===== src/rtl/ahb_ri5cy_master.sv =====
// AHB-Lite initiator bridge: turns RI5CY req/gnt/rvalid requests into single,
// pipelined AHB-Lite transfers, including wait states and the two-cycle ERROR.
module ahb_ri5cy_master #(
    parameter int unsigned AHB_ADDR_WIDTH = 32,
    parameter int unsigned AHB_DATA_WIDTH = 32,
    parameter logic [3:0]  HPROT_VAL      = 4'b0011
) (
    input  logic                      clk,
    input  logic                      rstn,
    input  logic                      req_i,
    output logic                      gnt_o,
    input  logic [AHB_ADDR_WIDTH-1:0] addr_i,
    input  logic                      we_i,
    input  logic [3:0]                be_i,
    input  logic [AHB_DATA_WIDTH-1:0] wdata_i,
    output logic                      rvalid_o,
    output logic [AHB_DATA_WIDTH-1:0] rdata_o,
    output logic                      err_o,
    output logic [AHB_ADDR_WIDTH-1:0] haddr_o,
    output logic                      hwrite_o,
    output logic [2:0]                hsize_o,
    output logic [2:0]                hburst_o,
    output logic [3:0]                hprot_o,
    output logic [1:0]                htrans_o,
    output logic                      hmastlock_o,
    output logic [AHB_DATA_WIDTH-1:0] hwdata_o,
    input  logic [AHB_DATA_WIDTH-1:0] hrdata_i,
    input  logic                      hready_i,
    input  logic                      hresp_i
);

    typedef enum logic [1:0] {IDLE, DATA, ERR2} state_e;

    localparam logic [1:0] HTRANS_IDLE   = 2'b00;
    localparam logic [1:0] HTRANS_NONSEQ = 2'b10;
    localparam logic [2:0] HSIZE_BYTE    = 3'b000;
    localparam logic [2:0] HSIZE_HALF    = 3'b001;
    localparam logic [2:0] HSIZE_WORD    = 3'b010;

    state_e                    state_q, state_d;
    logic                      dp_we_q;
    logic [AHB_DATA_WIDTH-1:0] hwdata_q;
    logic [AHB_DATA_WIDTH-1:0] rdata_q;
    logic                      rvalid_q;
    logic                      err_q;

    logic                      dp_valid;
    logic                      addr_ok;
    logic                      gnt;
    logic                      complete;
    logic [1:0]                htrans;
    logic [2:0]                size;
    logic [1:0]                offset;
    logic                      unused_addr_lsbs;

    // The low address bits are rebuilt from the byte enables, not taken from the core.
    always_comb begin
        size   = HSIZE_WORD;
        offset = 2'b00;
        case (be_i)
            4'b1111: begin size = HSIZE_WORD; offset = 2'b00; end
            4'b0011: begin size = HSIZE_HALF; offset = 2'b00; end
            4'b1100: begin size = HSIZE_HALF; offset = 2'b10; end
            4'b0001: begin size = HSIZE_BYTE; offset = 2'b00; end
            4'b0010: begin size = HSIZE_BYTE; offset = 2'b01; end
            4'b0100: begin size = HSIZE_BYTE; offset = 2'b10; end
            4'b1000: begin size = HSIZE_BYTE; offset = 2'b11; end
            default: begin size = HSIZE_WORD; offset = 2'b00; end
        endcase
    end

    assign unused_addr_lsbs = ^addr_i[1:0];

    always_ff @(posedge clk or negedge rstn) begin
        if (!rstn) begin
            state_q <= IDLE;
        end else begin
            state_q <= state_d;
        end
    end

    always_comb begin
        state_d = state_q;
        case (state_q)
            IDLE: begin
                if (gnt) state_d = DATA;
            end
            DATA: begin
                if (hready_i)     state_d = gnt ? DATA : IDLE;
                else if (hresp_i) state_d = ERR2;
            end
            ERR2: begin
                if (hready_i) state_d = gnt ? DATA : IDLE;
            end
            default: state_d = IDLE;
        endcase
    end

    // ERR2 is not a data phase, so a new address may go out while ERROR completes.
    always_comb begin
        dp_valid = (state_q == DATA);
        addr_ok  = !(dp_valid && hresp_i);
        gnt      = req_i && addr_ok && hready_i;
        complete = (state_q != IDLE) && hready_i;
        htrans   = (req_i && addr_ok) ? HTRANS_NONSEQ : HTRANS_IDLE;
    end

    always_ff @(posedge clk or negedge rstn) begin
        if (!rstn) begin
            dp_we_q  <= 1'b0;
            hwdata_q <= '0;
            rdata_q  <= '0;
            rvalid_q <= 1'b0;
            err_q    <= 1'b0;
        end else begin
            rvalid_q <= complete;
            err_q    <= complete && hresp_i;
            if (gnt) begin
                dp_we_q  <= we_i;
                hwdata_q <= wdata_i;
            end
            if (complete && !dp_we_q && !hresp_i) begin
                rdata_q <= hrdata_i;
            end
        end
    end

    assign gnt_o       = gnt;
    assign htrans_o    = htrans;
    assign haddr_o     = {addr_i[AHB_ADDR_WIDTH-1:2], offset};
    assign hwrite_o    = we_i;
    assign hsize_o     = size;
    assign hburst_o    = 3'b000;
    assign hprot_o     = HPROT_VAL;
    assign hmastlock_o = 1'b0;
    assign hwdata_o    = hwdata_q;
    assign rvalid_o    = rvalid_q;
    assign rdata_o     = rdata_q;
    assign err_o       = err_q;

endmodule

===== config.mk =====
export PLATFORM = sky130hd
export DESIGN_NAME = ahb_ri5cy_master
export DESIGN_NICKNAME = d
export VERILOG_FILES = /design/src/rtl/ahb_ri5cy_master.sv
export SDC_FILE = /design/constraint.sdc
export NUM_CORES = 1
export LEC_CHECK = 0
export CELL_PAD_IN_SITES_DETAIL_PLACEMENT = 1
export CELL_PAD_IN_SITES_GLOBAL_PLACEMENT = 2
export CORE_MARGIN = 3
export CORE_UTILIZATION = 21
export DETAILED_ROUTE_END_ITERATION = 6
export PLACE_DENSITY_LB_ADDON = 0.1
export SLEW_MARGIN = 20
export SYNTH_ARGS = -nofsm -noshare
export SYNTH_HDL_FRONTEND = slang
export SYNTH_SLANG_ARGS = --single-unit

===== constraint.sdc =====
create_clock -name clk -period 1.7 [get_ports clk]
set_clock_uncertainty 0.05 [all_clocks]
set_input_delay 0.425 -clock clk [delete_from_list [all_inputs] [get_ports clk]]
set_output_delay 0.425 -clock clk [all_outputs]
set_load 0.05 [all_outputs]

==> flow_summary.rst, run 1 <==
.. list-table::
   :header-rows: 1

   * - Metric
     - Value
   * - Status
     - complete, but fails checks
   * - Violations in the final reports
     - negative setup slack
   * - Flop and latch count out of synthesis
     - 69
   * - Width of the die
     - 127.4 µm
   * - Count of maximum capacitance violations
     - 0
   * - Net count, final
     - 447
   * - Kind of cell adding the most delay to the critical path
     - buffers and inverters
   * - Max-slew violations
     - 0
   * - Most frequent cells in the layout
     - buf_12 (77), dfrtp_1 (69), clkdlybuf4s50_1 (66), mux2_2 (30), mux2_4 (29)
   * - Placeable core region
     - 14150 µm²
   * - Power per standard cell area
     - 1680 nW/µm²
   * - Number of antenna violations at the first check in global routing
     - 0
   * - Vias per std cell
     - 3.880
   * - Chip height
     - 127.4 µm
   * - Least setup slack across all paths after layout
     - -0.04887 ns
   * - Switching share of total power
     - 37.22%
   * - Leak Pwr
     - 2.529 nW
   * - Final weighted congestion in routability-driven placement
     - 0.6526
   * - Sequential share of power
     - 27.7%
   * - Pin count of the biggest net entering global routing
     - 70
   * - Cell row count
     - 43
   * - TNS Setup
     - -0.07685 ns
   * - Routed wire length
     - 8.410 mm
   * - Class of the tightest hold or removal check
     - input pin to asynchronous set/reset pin
   * - CTS Buffer Depth
     - 2
   * - Most frequent standard cell in the layout excluding fill and tap cells
     - buf_12
   * - F_max
     - 0.5718 GHz
   * - Cell-internal power
     - 6.025 mW
   * - # fillers
     - 1421
   * - Finish-stage setup viols
     - 2
   * - Via count
     - 2041
   * - Required @ worst endpoint
     - 1.22 ns
   * - Ratio of cells with drive above 1 in the final layout
     - 52.31%
   * - Post-route fraction of the period consumed by the critical path
     - 102.9%
   * - Crit Path Class
     - input pin to primary output
   * - I/O Buffers
     - 146
   * - Largest fanout on the critical path
     - 2
   * - Root cell of the clock tree
     - clkbuf_16
   * - Final hold violations
     - 0
   * - Worst supply voltage drop on vdd
     - 596.8 µV
   * - Clock share of power
     - 21.4%
   * - Number of buffers and inverters on the critical path
     - 2
   * - CTS sink count
     - 69
   * - Share of the core filled with cells
     - 40.37%
   * - Residual DRC count
     - 0
   * - First-pass GRT wire length
     - 12.96 mm
   * - Sequential fraction of the synthesis area
     - 55.76%
   * - Layout overhead on the synthesized area
     - 84.48%
   * - Power Total
     - 9.597 mW
   * - Unique cell type count in the Yosys netlist
     - 23
   * - Total Routing Usage GR
     - 10.59%
   * - Crit path time final
     - 1.749 ns
   * - RSZ-0062 raised after global routing
     - true
   * - Clock latency on the worst-skew pair
     - 0.32 ns
   * - Register clock-pin slew on the reported worst setup and hold paths
     - 0.06 ns
   * - IO Pins
     - 219
   * - Cell breakdown of the critical path
     - clkdlybuf4s50_1, and3_4, buf_12
   * - Initial core utilization
     - 21.89%
   * - Critical Path AT
     - 1.27 ns
   * - GR Overflow Total
     - 0
   * - Delay of the slowest cell on the worst path
     - 0.49 ns
   * - Via count of the first global-routing pass
     - 2238
   * - Number of detailed-route iterations in the first pass
     - 4
   * - Total of hold buffers inserted after clock tree synthesis
     - 0
   * - Detail Placement HPWL
     - 6.201 mm
   * - Endpoint kind of the worst setup timing path
     - primary output
   * - Net switching component of the power
     - 3.572 mW
   * - Synth Instances
     - 206
   * - Critical Path Source Type
     - input pin
   * - Post-Syn Area per Cell
     - 15.03 µm²
   * - Fraction of power consumed by combinational cells
     - 50.9%
   * - Clock tree from TritonCTS
     - built
   * - CTS Buf Count
     - 9
   * - Critical-path top delay cell
     - clkdlybuf4s50_1
   * - Total die area
     - 16240 µm²
   * - Residual antenna-violating net count after detailed routing
     - 0
   * - Diodes inserted
     - 0
   * - H-tree depth
     - 3
   * - Post-synthesis instance area
     - 3097 µm²
   * - Number of warnings reported in the yosys synthesis log
     - 0
   * - Starting DRT DRC Count
     - 38
   * - Finished Layout Cells
     - 526
   * - Number of placed instances with taps included
     - 506
   * - Average wire per standard cell
     - 15.99 µm
[worst paths after layout]
path / startpoint / endpoint / slack, ns / cells after the start
setup / recovery: hready_i / gnt_o / -0.05 / 3
hold / removal: rstn / hwdata_o[19]$_DFFE_PN0P_ / 0.05 / 2
max in group asynchronous: rstn / rdata_o[26]$_DFFE_PN0P_ / 1.22 / 2
min in group clk: dp_we_q$_DFFE_PN0P_ / dp_we_q$_DFFE_PN0P_ / 0.48 / 1
hold reg to reg: dp_we_q$_DFFE_PN0P_ / dp_we_q$_DFFE_PN0P_ / 0.48 / 1
setup reg to reg: state_q[1]$_DFFE_PN0P_ / hwdata_o[31]$_DFFE_PN0P_ / 0.08 / 5
[cells in the mapped netlist]
master    instances  share of area (%)
mux2_1            6                2.2
buf_6             1               0.36
and3_1            1               0.20
mux2i_1           1               0.32
buf_12            3                1.9
buf_4            41                9.9
o21a_1            1               0.24
buf_2             3               0.48
nand2_1           2               0.24
o21a_2            1               0.28
nor2_1            5               0.61
conb_1            2               0.24
nor3_1            3               0.48
and2_2            1               0.24
mux2_2           30                 11
and2_1            1               0.20
xnor2_1           1               0.28
nand3_1           2               0.32
mux2_4           29                 14
nand3b_1          1               0.24
dfrtp_1          69                 56
a21oi_1           1               0.16
or2b_2            1               0.28
[worst register-to-register path, delay by kind of cell, from the launching register on]
family,cells,cell delay [ns]
AND/OR/NAND/NOR,2,0.42
flip-flops,1,0.37
buffers and inverters,2,0.36
multiplexers,1,0.29
[power by group through the flow]
stage / logic [mW] / registers, mW / clock network [mW]
after floorplan: 0.894 / 4.13 / 0
final: 4.88 / 2.66 / 2.05
after detailed placement: 4.91 / 2.70 / 0
after global routing: 5.04 / 2.73 / 2.21
after global placement: 4.86 / 2.68 / 0
after CTS: 4.93 / 2.67 / 2.14
[cell type report]
type                            instances  area, µm²  share of cell area [%]
Clock buffer                           12      256.5                   4.490
Clock inverter                          4      70.07                   1.226
Multi-Input combinational cell         97       1049                   18.35
Sequential cell                        69       1727                   30.22
Tap cell                              180      225.2                   3.942
Timing Repair Buffer                  164       2386                   41.77
[layer usage]
metal	up-vias	track usage (%)	wire length (µm)
li1	916	-	-
met5	-	0	0
met3	11	3.595	720
met2	102	16.79	4088
met1	1012	12.58	3418
met4	0	5.868	182
[flip-flops by register name, summed over array words and instances, names as in the netlist]
register	cells
rvalid_o	1
hwdata_o	32
rdata_o	32
err_o	1
dp_we_q	1
state_q	2
[through the flow]
| step | setup WS, ns | hold WS [ns] | area (µm²) |
|---|---|---|---|
| 3_3_place_gp | -0.3989 | 0.4344 | 5314 |
| 6_report | -0.04887 | 0.05409 | 5713 |
| 3_5_place_dp | -0.4542 | 0.4317 | 5314 |
| 5_1_grt | -0.1224 | 0.08575 | 5713 |
| 2_1_floorplan | -0.3325 | 0.07941 | 3137 |
| 4_1_cts | -0.06832 | 0.06841 | 5670 |
[timing repair]
action,CTS,global route
gates resized for setup,22,4
setup buffers,3,0
setup endpoints to repair,38,39
pin swaps,6,1
gates cloned,0,1
[cell families (layout without fill, tap and decap cells)]
kind of cell	after synthesis	after routing	synth area share [%]
flops	69	69	55.76
xor+xnor	1	1	0.2829
compound gates	3	3	0.6869
simple gates	17	17	2.829
mux	66	66	27.47
other cells	2	10	0.2425
buf+inv	48	180	12.73
Note: power is estimated with default switching activity, not from simulation.
==> run 2, diff against run 1 <==
--- a/config.mk
+++ b/config.mk
@@ -8,7 +8,7 @@
 export CELL_PAD_IN_SITES_DETAIL_PLACEMENT = 1
 export CELL_PAD_IN_SITES_GLOBAL_PLACEMENT = 2
 export CORE_MARGIN = 3
-export CORE_UTILIZATION = 21
+export CORE_UTILIZATION = 22
 export DETAILED_ROUTE_END_ITERATION = 6
 export PLACE_DENSITY_LB_ADDON = 0.1
 export SLEW_MARGIN = 20
==> constraint.sdc (replaced) <==
create_clock -name clk -period 2.07 [get_ports clk]
set_clock_uncertainty 0.05 [all_clocks]
set_input_delay 0.5175 -clock clk [delete_from_list [all_inputs] [get_ports clk]]
set_output_delay 0.5175 -clock clk [all_outputs]
set_load 0.05 [all_outputs]
==> run 2 against run 1 <==
Against the previous run:
- combinational power is 39% lower
- design area is 15% lower
- the run now ends clean
- clock-buffer cell count is 2 higher
- highest routed layer unchanged
- die area is 4.3% lower
- first-iteration DRC count is 82% higher
- register-to-register slack better by 0.34 ns
- sequential share of layout area is 5.5 points higher
- largest power group unchanged
- worst setup slack better by 0.091 ns
- utilization is 4.6 points lower
- routed wire length is 4.4% lower
- worst hold slack better by 0.021 ns
- power is 33% lower
- largest cell class is now sequential cells
==> flow_summary.rst, run 2 (synthesis results as in run 1) <==
.. list-table::
   :header-rows: 1

   * - Metric
     - Value
   * - Layout overhead on the synthesized area
     - 55.96%
   * - Critical Path AT
     - 1.46 ns (+0.19 ns)
   * - Pin count of the biggest net entering global routing
     - 40 (-43%)
   * - Root cell of the clock tree
     - clkbuf_16
   * - Count of maximum capacitance violations
     - 0 (unchanged)
   * - Worst R2R Path Depth
     - 5 (unchanged)
   * - Total die area
     - 15540 µm² (-4.3%)
   * - First-pass GRT wire length
     - 12.40 mm (-4.3%)
   * - Average wire per standard cell
     - 15.55 µm (-2.7%)
   * - TNS Setup
     - 0 ns (+0.07685 ns)
   * - Clock latency on the worst-skew pair
     - 0.33 ns (about the same)
   * - Via count of the first global-routing pass
     - 2101 (-6.1%)
   * - Number of detailed-route iterations in the first pass
     - 4 (unchanged)
   * - CTS sink count
     - 69 (unchanged)
   * - Residual DRC count
     - 0 (unchanged)
   * - Clock tree from TritonCTS
     - built
   * - I/O Buffers
     - 146 (unchanged)
   * - Ratio of cells with drive above 1 in the final layout
     - 44.57% (-7.7 points)
   * - Critical-path top delay cell
     - clkdlybuf4s50_1
   * - Max-slew violations
     - 0 (unchanged)
   * - CTS Buf Count
     - 9 (unchanged)
   * - Status
     - completed
   * - Worst supply voltage drop on vdd
     - 399.2 µV (-33%)
   * - H-tree depth
     - 3 (unchanged)
   * - Number of buffers and inverters on the critical path
     - 1 (-1)
   * - Kind of cell adding the most delay to the critical path
     - buffers and inverters
   * - Final hold violations
     - 0 (unchanged)
   * - Critical Path Source Type
     - register
   * - Total of hold buffers inserted after clock tree synthesis
     - 0 (unchanged)
   * - Launching point of the worst reg2reg path
     - state_q[0]$_DFFE_PN0P_
   * - Post-route fraction of the period consumed by the critical path
     - 97.98%
   * - Chip height
     - 124.6 µm (-2.2%)
   * - Most frequent standard cell in the layout excluding fill and tap cells
     - dfrtp_1
   * - Number of antenna violations at the first check in global routing
     - 0 (unchanged)
   * - Least setup slack across all paths after layout
     - 0.04189 ns (+0.09077 ns)
   * - IO Pins
     - 219 (unchanged)
   * - Initial core utilization
     - 22.93% (+1.0 points)
   * - Crit path from
     - rdata_o[6]$_DFFE_PN0P_
   * - Final weighted congestion in routability-driven placement
     - 0.7106 (+8.9%)
   * - Relative max-transition margin
     - 66.01%
   * - Class of the tightest hold or removal check
     - input pin to asynchronous set/reset pin
   * - Placeable core region
     - 13510 µm² (-4.6%)
   * - Stages on worst setup path
     - 1 (-2)
   * - CTS Buffer Depth
     - 2 (unchanged)
   * - Required @ worst endpoint
     - 1.50 ns (+0.28 ns)
   * - Finish-stage setup viols
     - 0 (-2)
   * - Total Routing Usage GR
     - 10.35% (-0.24 points)
   * - Register clock-pin slew on the reported worst setup and hold paths
     - 0.05 ns (about the same)
   * - Share of the core filled with cells
     - 35.76% (-4.6 points)
   * - Leak Pwr
     - 2.290 nW (-9.5%)
   * - Post-placement worst setup slack
     - -0.1308 ns (+0.3234 ns)
   * - Starting DRT DRC Count
     - 69 (+82%)
   * - Net count, final
     - 443 (-0.89%)
   * - Delay of the slowest cell on the worst path
     - 0.80 ns (+0.31 ns)
   * - Width of the die
     - 124.6 µm (-2.2%)
   * - F_max
     - 0.4931 GHz
   * - Cell row count
     - 42 (-2.3%)
   * - Detail Placement HPWL
     - 5.839 mm (-5.8%)
   * - Power per standard cell area
     - 1328 nW/µm² (-21%)
   * - Diodes inserted
     - 0 (unchanged)
   * - GR Overflow Total
     - 0 (unchanged)
   * - Crit path time final
     - 2.028 ns
   * - RSZ-0062 raised after global routing
     - false
   * - Actual slew at the worst max-slew pin
     - 0.5091 ns
   * - Crit Path Class
     - register to primary output
   * - Routed wire length
     - 8.039 mm (-4.4%)
   * - Cell breakdown of the critical path
     - clkdlybuf4s50_1
   * - Most frequent cells in the layout
     - dfrtp_1 (69), clkdlybuf4s50_1 (68), buf_4 (60), mux2_2 (30), mux2_4 (29)
   * - Via count
     - 2032 (-0.44%)
   * - Residual antenna-violating net count after detailed routing
     - 0 (unchanged)
   * - Endpoint kind of the worst setup timing path
     - primary output
   * - Largest fanout on the critical path
     - 2 (unchanged)
   * - Vias per std cell
     - 3.930 (+1.3%)
run 2: cell types whose count changed in the layout (fill, tap and decap cells not counted), sizes merged:
cell / delta
clkdlybuf4s50: +2
clkdlybuf4s15: -2
buf: -22
dlymetal6s2s: +12
clkinv: -1
dlygate4sd2: +7
clkbuf: +1
bufinv: -2
run 2: final cells by class:
type | count | area, µm²
sequential | 69 | 1727
timing repair buffer | 160 | 1572
clock inverter | 1 | 5.005
fill | 1391 | 8676
tap | 176 | 220.2
clock buffer | 14 | 274.0
multi-input combinational | 97 | 1032
run 2: stage by stage:
step	hold WS [ns]	total power [mW]	area (µm²)	std cells
2_1_floorplan	0.1719	4.130	3137	214
3_3_place_gp	0.4245	5.010	4498	500
3_5_place_dp	0.4330	5.041	4498	500
4_1_cts	0.08184	6.539	4791	516
5_1_grt	0.09202	6.722	4830	517
6_report	0.07462	6.413	4830	517
run 2: routing by layer:
metal | global-route usage (%) | part of all wire (%)
met1 | 12.79 | 42
met5 | 0 | 0
met2 | 15.52 | 47
met4 | 4.965 | 2.0
met3 | 4.417 | 8.4
run 2: final timing paths:
| path | slack (ns) | to |
|---|---|---|
| worst max-delay path | 0.04 | rdata_o[6] |
| worst min-delay path | 0.07 | rdata_o[21]$_DFFE_PN0P_ |
| worst max register to register | 0.42 | hwdata_o[3]$_DFFE_PN0P_ |
| worst min register to register | 0.43 | rdata_o[30]$_DFFE_PN0P_ |
| max in group asynchronous | 1.29 | rvalid_o$_DFF_PN0_ |
| min in group clk | 0.43 | rdata_o[30]$_DFFE_PN0P_ |
run 2: power by group:
group	switching, mW	internal, mW	total (mW)
clock	0.563	0.902	1.46
sequential	0.202	1.76	1.96
combinational	1.92	1.07	2.99
total	2.68	3.73	6.41
run 2: repair_timing:
action,CTS,global route
setup endpoints to repair,11,13
resized for setup,14,13
buffers inserted,1,1
pin swaps,2,1
cloned,0,0
